[config.mk]
export PLATFORM = sky130hd
export DESIGN_NAME = fp_check_flat
export DESIGN_NICKNAME = d
export VERILOG_FILES = /design/src/rtl/fp_check_pkg.sv /design/src/rtl/fp_check_if.sv /design/src/rtl/fp_check_fifo.sv /design/src/rtl/fp_check.sv /design/src/flat_wrapper.sv
export SDC_FILE = /design/constraint.sdc
export NUM_CORES = 1
export LEC_CHECK = 0
export ABC_AREA = 1
export BUFFER_PORTS_ARGS = -buffer_cell sky130_fd_sc_hd__buf_4
export CAP_MARGIN = 30
export CELL_PAD_IN_SITES_DETAIL_PLACEMENT = 0
export CELL_PAD_IN_SITES_GLOBAL_PLACEMENT = 1
export CORE_MARGIN = 4
export CORE_UTILIZATION = 50
export CTS_BUF_LIST = sky130_fd_sc_hd__clkbuf_4 sky130_fd_sc_hd__clkbuf_8
export DETAILED_ROUTE_END_ITERATION = 12
export PLACE_DENSITY_LB_ADDON = 0.1
export SETUP_SLACK_MARGIN = 0.05
export SLEW_MARGIN = 20
export SYNTH_ARGS = -nofsm -noshare
export SYNTH_HDL_FRONTEND = slang
export SYNTH_SLANG_ARGS = --single-unit
[constraint.sdc]
create_clock -name clock -period 5.3 [get_ports clock]
set_input_delay 0.53 -clock clock [delete_from_list [all_inputs] [get_ports clock]]
set_output_delay 0.53 -clock clock [all_outputs]
set_load 0.005 [all_outputs]
[src/rtl/fp_check_pkg.sv]
// fp_wire -- shared types and constants for the FP result checker.
//   fp_check_entry   : one expected-result record (result, flags, one-hot opcode)
//   FP_CANON_NAN     : canonical quiet NaN produced by fp_unit
//   fp_check_state_e : checker FSM states
//   fp_entry_match() : compare a response against an expected entry
package fp_wire;

  typedef struct packed {
    logic [31:0] result;
    logic [4:0]  flags;
    logic [9:0]  opcode;   // one-hot, bit 9 = fcvt_f2i
  } fp_check_entry;

  localparam logic [31:0] FP_CANON_NAN = 32'h7FC0_0000;

  typedef enum logic [0:0] {
    ST_RUN  = 1'b0,
    ST_HALT = 1'b1
  } fp_check_state_e;

  // A canonical NaN from a float-producing op only has to agree on the
  // exponent and quiet bit: the reference model may emit any NaN payload/sign.
  // Integer conversions (opcode bit 9) are always compared bit-exact.
  function automatic logic fp_entry_match(input fp_check_entry exp_e,
                                          input logic [31:0]   res,
                                          input logic [4:0]    flg);
    logic res_ok;
    if (!exp_e.opcode[9] && (res == FP_CANON_NAN)) begin
      res_ok = (res[30:22] == exp_e.result[30:22]);
    end else begin
      res_ok = (res == exp_e.result);
    end
    return res_ok && (flg == exp_e.flags);
  endfunction

endpackage

[src/rtl/fp_check_if.sv]
// fp_check_if -- push (expected entry) and response buses of the checker.
//   push_valid/push_result/push_flags/push_opcode : expected entry offer
//   push_ready                                    : checker can accept an entry
//   rsp_valid/rsp_result/rsp_flags                : fp_unit result strobe
// master = stimulus side, slave = fp_check.
interface fp_check_if;
  logic        push_valid;
  logic [31:0] push_result;
  logic [4:0]  push_flags;
  logic [9:0]  push_opcode;
  logic        push_ready;
  logic        rsp_valid;
  logic [31:0] rsp_result;
  logic [4:0]  rsp_flags;

  modport master (
    output push_valid, push_result, push_flags, push_opcode,
    output rsp_valid, rsp_result, rsp_flags,
    input  push_ready
  );

  modport slave (
    input  push_valid, push_result, push_flags, push_opcode,
    input  rsp_valid, rsp_result, rsp_flags,
    output push_ready
  );
endinterface

[src/rtl/fp_check_fifo.sv]
// fp_check_fifo -- synchronous FIFO of fp_check_entry, DEPTH entries.
//   clock, reset (sync, active-low)
//   push_i/wdata_i : write (caller guarantees not full)
//   pop_i          : read advance (caller guarantees not empty)
//   rdata_o        : head entry
//   count_o        : occupancy
// Pointers carry one extra MSB so full (DEPTH) and empty (0) are distinct.
module fp_check_fifo
  import fp_wire::*;
#(
  parameter int DEPTH = 8
) (
  input  logic                     clock,
  input  logic                     reset,
  input  logic                     push_i,
  input  fp_check_entry            wdata_i,
  input  logic                     pop_i,
  output fp_check_entry            rdata_o,
  output logic [$clog2(DEPTH):0]   count_o
);
  localparam int PW = $clog2(DEPTH);

  fp_check_entry mem_q [DEPTH];
  logic [PW:0]   wr_ptr_q;
  logic [PW:0]   rd_ptr_q;
  logic [PW:0]   wr_ptr_d;
  logic [PW:0]   rd_ptr_d;

  // Pointer next-state.
  always_comb begin
    wr_ptr_d = wr_ptr_q;
    rd_ptr_d = rd_ptr_q;
    if (push_i) begin
      wr_ptr_d = wr_ptr_q + {{PW{1'b0}}, 1'b1};
    end else begin
      wr_ptr_d = wr_ptr_q;
    end
    if (pop_i) begin
      rd_ptr_d = rd_ptr_q + {{PW{1'b0}}, 1'b1};
    end else begin
      rd_ptr_d = rd_ptr_q;
    end
  end

  // Pointer registers; reset discards any stored entries.
  always_ff @(posedge clock) begin
    if (!reset) begin
      wr_ptr_q <= '0;
      rd_ptr_q <= '0;
    end else begin
      wr_ptr_q <= wr_ptr_d;
      rd_ptr_q <= rd_ptr_d;
    end
  end

  // Storage array; contents are don't-care until written.
  always_ff @(posedge clock) begin
    if (push_i) begin
      mem_q[wr_ptr_q[PW-1:0]] <= wdata_i;
    end
  end

  assign rdata_o = mem_q[rd_ptr_q[PW-1:0]];
  assign count_o = wr_ptr_q - rd_ptr_q;

endmodule

[src/rtl/fp_check.sv]
// fp_check -- in-order scoreboard comparing fp_unit responses to expected
// entries pushed when each operation was issued.
//   clock, reset (sync, active-low)
//   bus                 : fp_check_if.slave (push / response handshakes)
//   mismatch            : 1-cycle pulse per failed compare or orphan response
//   orphan              : sticky, response seen with no expected entry
//   halted              : checker in HALT
//   pass_cnt, fail_cnt  : saturating counters
//   last_exp, last_calc : {flags,result} of most recent mismatch
//   pending             : expected-entry FIFO occupancy
// Build option: define FP_CHECK_STOP_EN to halt on the first mismatch
// (orphans included); otherwise checking runs indefinitely.
module fp_check
  import fp_wire::*;
#(
  parameter int DEPTH = 8,
  parameter int CNT_W = 32
) (
  input  logic                   clock,
  input  logic                   reset,
  fp_check_if.slave              bus,
  output logic                   mismatch,
  output logic                   orphan,
  output logic                   halted,
  output logic [CNT_W-1:0]       pass_cnt,
  output logic [CNT_W-1:0]       fail_cnt,
  output logic [36:0]            last_exp,
  output logic [36:0]            last_calc,
  output logic [$clog2(DEPTH):0] pending
);
  localparam int PCW = $clog2(DEPTH) + 1;

  fp_check_state_e state_q, state_d;
  fp_check_entry   head_s, push_entry_s;
  logic [PCW-1:0]  pending_s;
  logic            halted_s, push_ready_s, push_acc_s, pop_s;
  logic            orphan_ev_s, cmp_fail_s, pass_ev_s, fail_ev_s;

  logic              mismatch_q, mismatch_d;
  logic              orphan_q, orphan_d;
  logic [CNT_W-1:0]  pass_cnt_q, pass_cnt_d;
  logic [CNT_W-1:0]  fail_cnt_q, fail_cnt_d;
  logic [36:0]       last_exp_q, last_exp_d;
  logic [36:0]       last_calc_q, last_calc_d;

  assign push_entry_s = '{result: bus.push_result, flags: bus.push_flags,
                          opcode: bus.push_opcode};

  fp_check_fifo #(.DEPTH(DEPTH)) u_fifo (
    .clock   (clock),
    .reset   (reset),
    .push_i  (push_acc_s),
    .wdata_i (push_entry_s),
    .pop_i   (pop_s),
    .rdata_o (head_s),
    .count_o (pending_s)
  );

  // Handshake qualification and compare. Readiness is taken before any pop,
  // so a push at full is refused even when a response drains an entry.
  always_comb begin
    push_ready_s = (pending_s != PCW'(DEPTH)) && !halted_s;
    push_acc_s   = bus.push_valid && push_ready_s;
    pop_s        = bus.rsp_valid && (pending_s != '0) && !halted_s;
    orphan_ev_s  = bus.rsp_valid && (pending_s == '0) && !halted_s;
    cmp_fail_s   = !fp_entry_match(head_s, bus.rsp_result, bus.rsp_flags);
    pass_ev_s    = pop_s && !cmp_fail_s;
    fail_ev_s    = (pop_s && cmp_fail_s) || orphan_ev_s;
  end

  // Status/counter next-state. An orphan has no expected entry, so it
  // records zero as the expected value.
  always_comb begin
    mismatch_d  = fail_ev_s;
    orphan_d    = orphan_q || orphan_ev_s;
    pass_cnt_d  = pass_cnt_q;
    fail_cnt_d  = fail_cnt_q;
    last_exp_d  = last_exp_q;
    last_calc_d = last_calc_q;
    if (pass_ev_s && (pass_cnt_q != {CNT_W{1'b1}})) begin
      pass_cnt_d = pass_cnt_q + {{(CNT_W-1){1'b0}}, 1'b1};
    end else begin
      pass_cnt_d = pass_cnt_q;
    end
    if (fail_ev_s && (fail_cnt_q != {CNT_W{1'b1}})) begin
      fail_cnt_d = fail_cnt_q + {{(CNT_W-1){1'b0}}, 1'b1};
    end else begin
      fail_cnt_d = fail_cnt_q;
    end
    if (pop_s && cmp_fail_s) begin
      last_exp_d  = {head_s.flags, head_s.result};
      last_calc_d = {bus.rsp_flags, bus.rsp_result};
    end else if (orphan_ev_s) begin
      last_exp_d  = 37'd0;
      last_calc_d = {bus.rsp_flags, bus.rsp_result};
    end else begin
      last_exp_d  = last_exp_q;
      last_calc_d = last_calc_q;
    end
  end

  // Status/counter registers.
  always_ff @(posedge clock) begin
    if (!reset) begin
      mismatch_q  <= 1'b0;
      orphan_q    <= 1'b0;
      pass_cnt_q  <= '0;
      fail_cnt_q  <= '0;
      last_exp_q  <= 37'd0;
      last_calc_q <= 37'd0;
    end else begin
      mismatch_q  <= mismatch_d;
      orphan_q    <= orphan_d;
      pass_cnt_q  <= pass_cnt_d;
      fail_cnt_q  <= fail_cnt_d;
      last_exp_q  <= last_exp_d;
      last_calc_q <= last_calc_d;
    end
  end

  // FSM state register.
  always_ff @(posedge clock) begin
    if (!reset) begin
      state_q <= ST_RUN;
    end else begin
      state_q <= state_d;
    end
  end

  // FSM next state: HALT is entered on the same edge that pulses mismatch.
  always_comb begin
    state_d = state_q;
    case (state_q)
`ifdef FP_CHECK_STOP_EN
      ST_RUN: begin
        if (fail_ev_s) begin
          state_d = ST_HALT;
        end else begin
          state_d = ST_RUN;
        end
      end
`else
      ST_RUN:  state_d = ST_RUN;
`endif
      ST_HALT: state_d = ST_HALT;
      default: state_d = ST_RUN;
    endcase
  end

  // FSM outputs.
  always_comb begin
    halted_s = 1'b0;
    case (state_q)
      ST_RUN:  halted_s = 1'b0;
      ST_HALT: halted_s = 1'b1;
      default: halted_s = 1'b0;
    endcase
  end

  assign bus.push_ready = push_ready_s;
  assign mismatch       = mismatch_q;
  assign orphan         = orphan_q;
  assign halted         = halted_s;
  assign pass_cnt       = pass_cnt_q;
  assign fail_cnt       = fail_cnt_q;
  assign last_exp       = last_exp_q;
  assign last_calc      = last_calc_q;
  assign pending        = pending_s;

endmodule

[src/flat_wrapper.sv]
// flat-port wrapper written by rule: the top's interface ports become plain ports
module fp_check_flat import fp_wire::*;
#(
  parameter int DEPTH = 8,
  parameter int CNT_W = 32
)
  (clock, reset, mismatch, orphan, halted, pass_cnt, fail_cnt, last_exp, last_calc, pending, bus_push_valid, bus_push_result, bus_push_flags, bus_push_opcode, bus_rsp_valid, bus_rsp_result, bus_rsp_flags, bus_push_ready);
  fp_check_if bus_i ();
  input  logic clock;
  input  logic reset;
  output logic mismatch;
  output logic orphan;
  output logic halted;
  output logic [CNT_W-1:0] pass_cnt;
  output logic [CNT_W-1:0] fail_cnt;
  output logic [36:0] last_exp;
  output logic [36:0] last_calc;
  output logic [$clog2(DEPTH):0] pending;
  input wire logic [$bits(bus_i.push_valid)-1:0] bus_push_valid;
  input wire logic [$bits(bus_i.push_result)-1:0] bus_push_result;
  input wire logic [$bits(bus_i.push_flags)-1:0] bus_push_flags;
  input wire logic [$bits(bus_i.push_opcode)-1:0] bus_push_opcode;
  input wire logic [$bits(bus_i.rsp_valid)-1:0] bus_rsp_valid;
  input wire logic [$bits(bus_i.rsp_result)-1:0] bus_rsp_result;
  input wire logic [$bits(bus_i.rsp_flags)-1:0] bus_rsp_flags;
  output wire logic [$bits(bus_i.push_ready)-1:0] bus_push_ready;
  assign bus_i.push_valid = bus_push_valid;
  assign bus_i.push_result = bus_push_result;
  assign bus_i.push_flags = bus_push_flags;
  assign bus_i.push_opcode = bus_push_opcode;
  assign bus_i.rsp_valid = bus_rsp_valid;
  assign bus_i.rsp_result = bus_rsp_result;
  assign bus_i.rsp_flags = bus_rsp_flags;
  assign bus_push_ready = bus_i.push_ready;
  fp_check #(.DEPTH(DEPTH), .CNT_W(CNT_W)) u_core (.clock(clock), .reset(reset), .bus(bus_i), .mismatch(mismatch), .orphan(orphan), .halted(halted), .pass_cnt(pass_cnt), .fail_cnt(fail_cnt), .last_exp(last_exp), .last_calc(last_calc), .pending(pending));
endmodule
==> run_results.csv <==
group,metric,value,unit
synthesis,synth_edf_count,304,
clocking,cts_buffer_depth,3,
cells_and_area,layout_common_cells,"nand2_1 (532), nor2_1 (323), edfxtp_1 (304)",
clocking,cts_tree,"done",
sta,slew_headroom,38.9,%
sta,finalClockSkew,0.0223,ns
sta,finalHoldViolCount,0,
grt,grt_start_max_net_pins,85,
detailed_routing,drtAntennaViolNets,0,
grt,grt_first_pass_wirelength,88.4,mm
detailed_routing,wirelength,58.9,mm
status,status,"finished clean",
clocking,cts_buffers,78,
synthesis,syn_area,20300,µm²
worst_setup_path,crit_chain,"inv_2 -> buf_12 -> nor2_1 -> nand2_1 -> nand3_1 -> nand2_1 -> nand2_1 -> nand2_1 -> nor2_1 -> nand2_1 -> nor2_1 -> nand2_1 -> o21ai_2 -> nand2_2 -> nand2_2 -> nand2_4 -> inv_2 -> nor2_1 -> nor2_1",
sta,fin_tns_setup,0,ns
worst_setup_path,cp.arrival,4.91,ns
worst_setup_path,critPathLaunchType,"register",
sta,tightest_slew,0.915,ns
cells_and_area,multi_input_area,6810,µm²
power,power,11.9,mW
cells_and_area,finalNetCount,2586,
synthesis,ys_types,38,
synthesis,yosys_register_bits,455,
worst_setup_path,setup.worst_path.class,"register to register",
detailed_routing,first_iter_violations,1395,
clocking,cts_setup_buffers,0,
detailed_routing,drt_pass1_iterations,5,
sta,rsz0062_at_grt,"false",
die,dieArea,43800,µm²
cells_and_area,seq_area,12200,µm²
clocking,cts_resized,0,
grt,grt_use_total,25.9,%
clocking,root_buffer,"clkbuf_8",
clocking,hold_buffers,0,
sta,setup_viol,0,
worst_setup_path,cp_top_family,"simple AND/OR/NAND/NOR gates",
cells_and_area,drive_gt1_share,16.3,%
sta,fmax,230,MHz
synthesis,synthCells,2266,
clocking,cts.clk_slew.worst_paths,0.06,ns
placement,hpwl,38.0,mm
grt,grt_pass1_vias,15200,
synthesis,synth.area.top_cells,"edfxtp_1 (45%), dfxtp_1 (15%), nand2_1 (9.9%)",
placement,numPortBuffers,223,
clocking,clock-sinks,455,
synthesis,avgSynthCellArea,8.95,µm²
clocking,clk_latency,0.64,ns
synthesis,ys.warnings.count,0,
clocking,htreeDepth,3,
die,initial_utilization,50.8,%
worst_setup_path,slowest_delay,0.75,ns
flow_run,cap_viol_max_count,0,
cells_and_area,final_common_cell,"nand2_1",
worst_setup_path,cpMostUsedCell,"nand2_1",
synthesis,synth.net_count,2362,
synthesis,async_flop_share,0,%
synthesis,dominantRegCellSynth,"edfxtp_1",
die,coreArea,39900,µm²
grt,overflow,0,
placement,dpl_worst_slack,0.977,ns
detailed_routing,wl_per_cell,19.1,µm
cells_and_area,area_growth,18.3,%
worst_setup_path,slowest_stage,"dfxtp_2",
grt,grt_antenna_before_repair,4,
sta,fin_ws,0.958,ns
cells_and_area,fin_area,24000,µm²
placement,gp_congestion,0.867,
sta,fin_crit_sh,81.9,%
synthesis,synth_top_cell_by_area,"edfxtp_1",
sta,slew_violations,0,
synthesis,synth_top_cell_area_share,45.0,%
power,p_per_area,495,nW/µm²
worst_setup_path,end_kind,"register",
detailed_routing,vias,16400,
detailed_routing,post-route-drc-count,0,
cells_and_area,fillers,3502,
worst_setup_path,cp.required,5.87,ns
die,die_h,209,µm
die,rows,73,
sta,period_minus_slack,4.34,ns
die,die_w,209,µm
placement,placed_cell_area,22400,µm²
power,leakagePower,9.88,nW
die,boundaryPins,234,
sta,hold_ws,0.115,ns
detailed_routing,viasPerCell,5.32,
min_path,min_path_type,"input pin to register",
synthesis,synth.yosys.seq_area_share,59.9,%
worst_setup_path,cp_num_buf_inv,3,
worst_setup_path,critical_path.max_fanout,45,
power,irDropWorstVdd,0.000266,V
[metal layers]
| metal | up-vias | GRT usage [%] | share of wire [%] |
|---|---|---|---|
| met5 | - | 0 | 0.022 |
| met4 | 2 | 7.99 | 2.4 |
| met3 | 98 | 4.92 | 7.5 |
| met2 | 551 | 41.7 | 46 |
| met1 | 7752 | 35.9 | 44 |
| li1 | 7970 | - | - |
[cell type report]
type | count | area share (%)
clock buffer | 125 | 6.28
sequential | 455 | 50.7
timing repair buffer | 251 | 8.06
tap | 525 | 2.74
multi-input combinational | 1494 | 28.4
antenna | 2 | 0.0209
clock inverter | 16 | 0.527
inverter | 210 | 3.30
[logic make-up (layout without fill, tap and decap cells)]
| logic type | after synthesis | count (layout) | synth area share [%] |
|---|---|---|---|
| XOR/XNOR | 31 | 31 | 1.34 |
| adder cells (fa/ha/maj) | 8 | 8 | 0.531 |
| other | 1 | 3 | 0.0185 |
| buffers and inverters | 317 | 602 | 6.81 |
| AO/OA/AOI/OAI | 237 | 237 | 6.12 |
| AND/OR/NAND/NOR | 1217 | 1217 | 25.2 |
| flip-flops | 455 | 455 | 59.9 |
[final timing paths]
| kind | slack [ns] | cells past startpoint | start | to |
|---|---|---|---|---|
| hold / removal | 0.11 | 1 | bus_push_opcode[9] | u_core.u_fifo.mem_q[4][9] |
| setup / recovery | 0.96 | 19 | register | u_core.last_calc[19] |
| hold reg to reg | 0.46 | 2 | u_core.orphan | u_core.orphan |
| setup reg to reg | 0.96 | 19 | register | u_core.last_calc[19] |
[stage by stage]
stage	cells	utilization, %
after floorplan	2266	-
after global routing	3078	60.1
after detailed placement	2935	56.0
final	3078	60.1
after global placement	2935	56.0
after CTS	3076	60.1
[sequential cells by signal, summed over array words and instances, names as in the netlist, named ones only]
register and flops:
u_core.fail_cnt 32, u_core.last_calc 37, u_core.last_exp 37, u_core.mismatch 1, u_core.orphan 1, u_core.pass_cnt 32, u_core.u_fifo.mem_q 304, u_core.u_fifo.rd_ptr_q 4
u_core.u_fifo.wr_ptr_q 4
[report_power, final]
| group | internal [mW] | switching, mW |
|---|---|---|
| Clock | 1.82 | 1.43 |
| Combinational | 1.36 | 2.63 |
| Sequential | 4.35 | 0.282 |
[cells in the mapped netlist (4+ instances only)]
| cell | instances |
|---|---|
| or2_2 | 5 |
| ha_1 | 7 |
| a21oi_1 | 102 |
| xor2_1 | 22 |
| buf_2 | 48 |
| xnor2_1 | 9 |
| edfxtp_1 | 304 |
| o21ai_0 | 80 |
| nor3b_1 | 4 |
| and3_1 | 4 |
| o211ai_1 | 7 |
| o221ai_1 | 4 |
| clkbuf_1 | 38 |
| o21ai_1 | 34 |
| nand3_1 | 264 |
| nor3_1 | 27 |
| nand4_1 | 24 |
| nand3b_1 | 17 |
| o22ai_1 | 7 |
| nand2_1 | 532 |
| buf_6 | 14 |
| inv_1 | 206 |
| buf_4 | 6 |
| dfxtp_1 | 151 |
| nor2_1 | 331 |
Note: power is estimated with default switching activity, not from simulation.
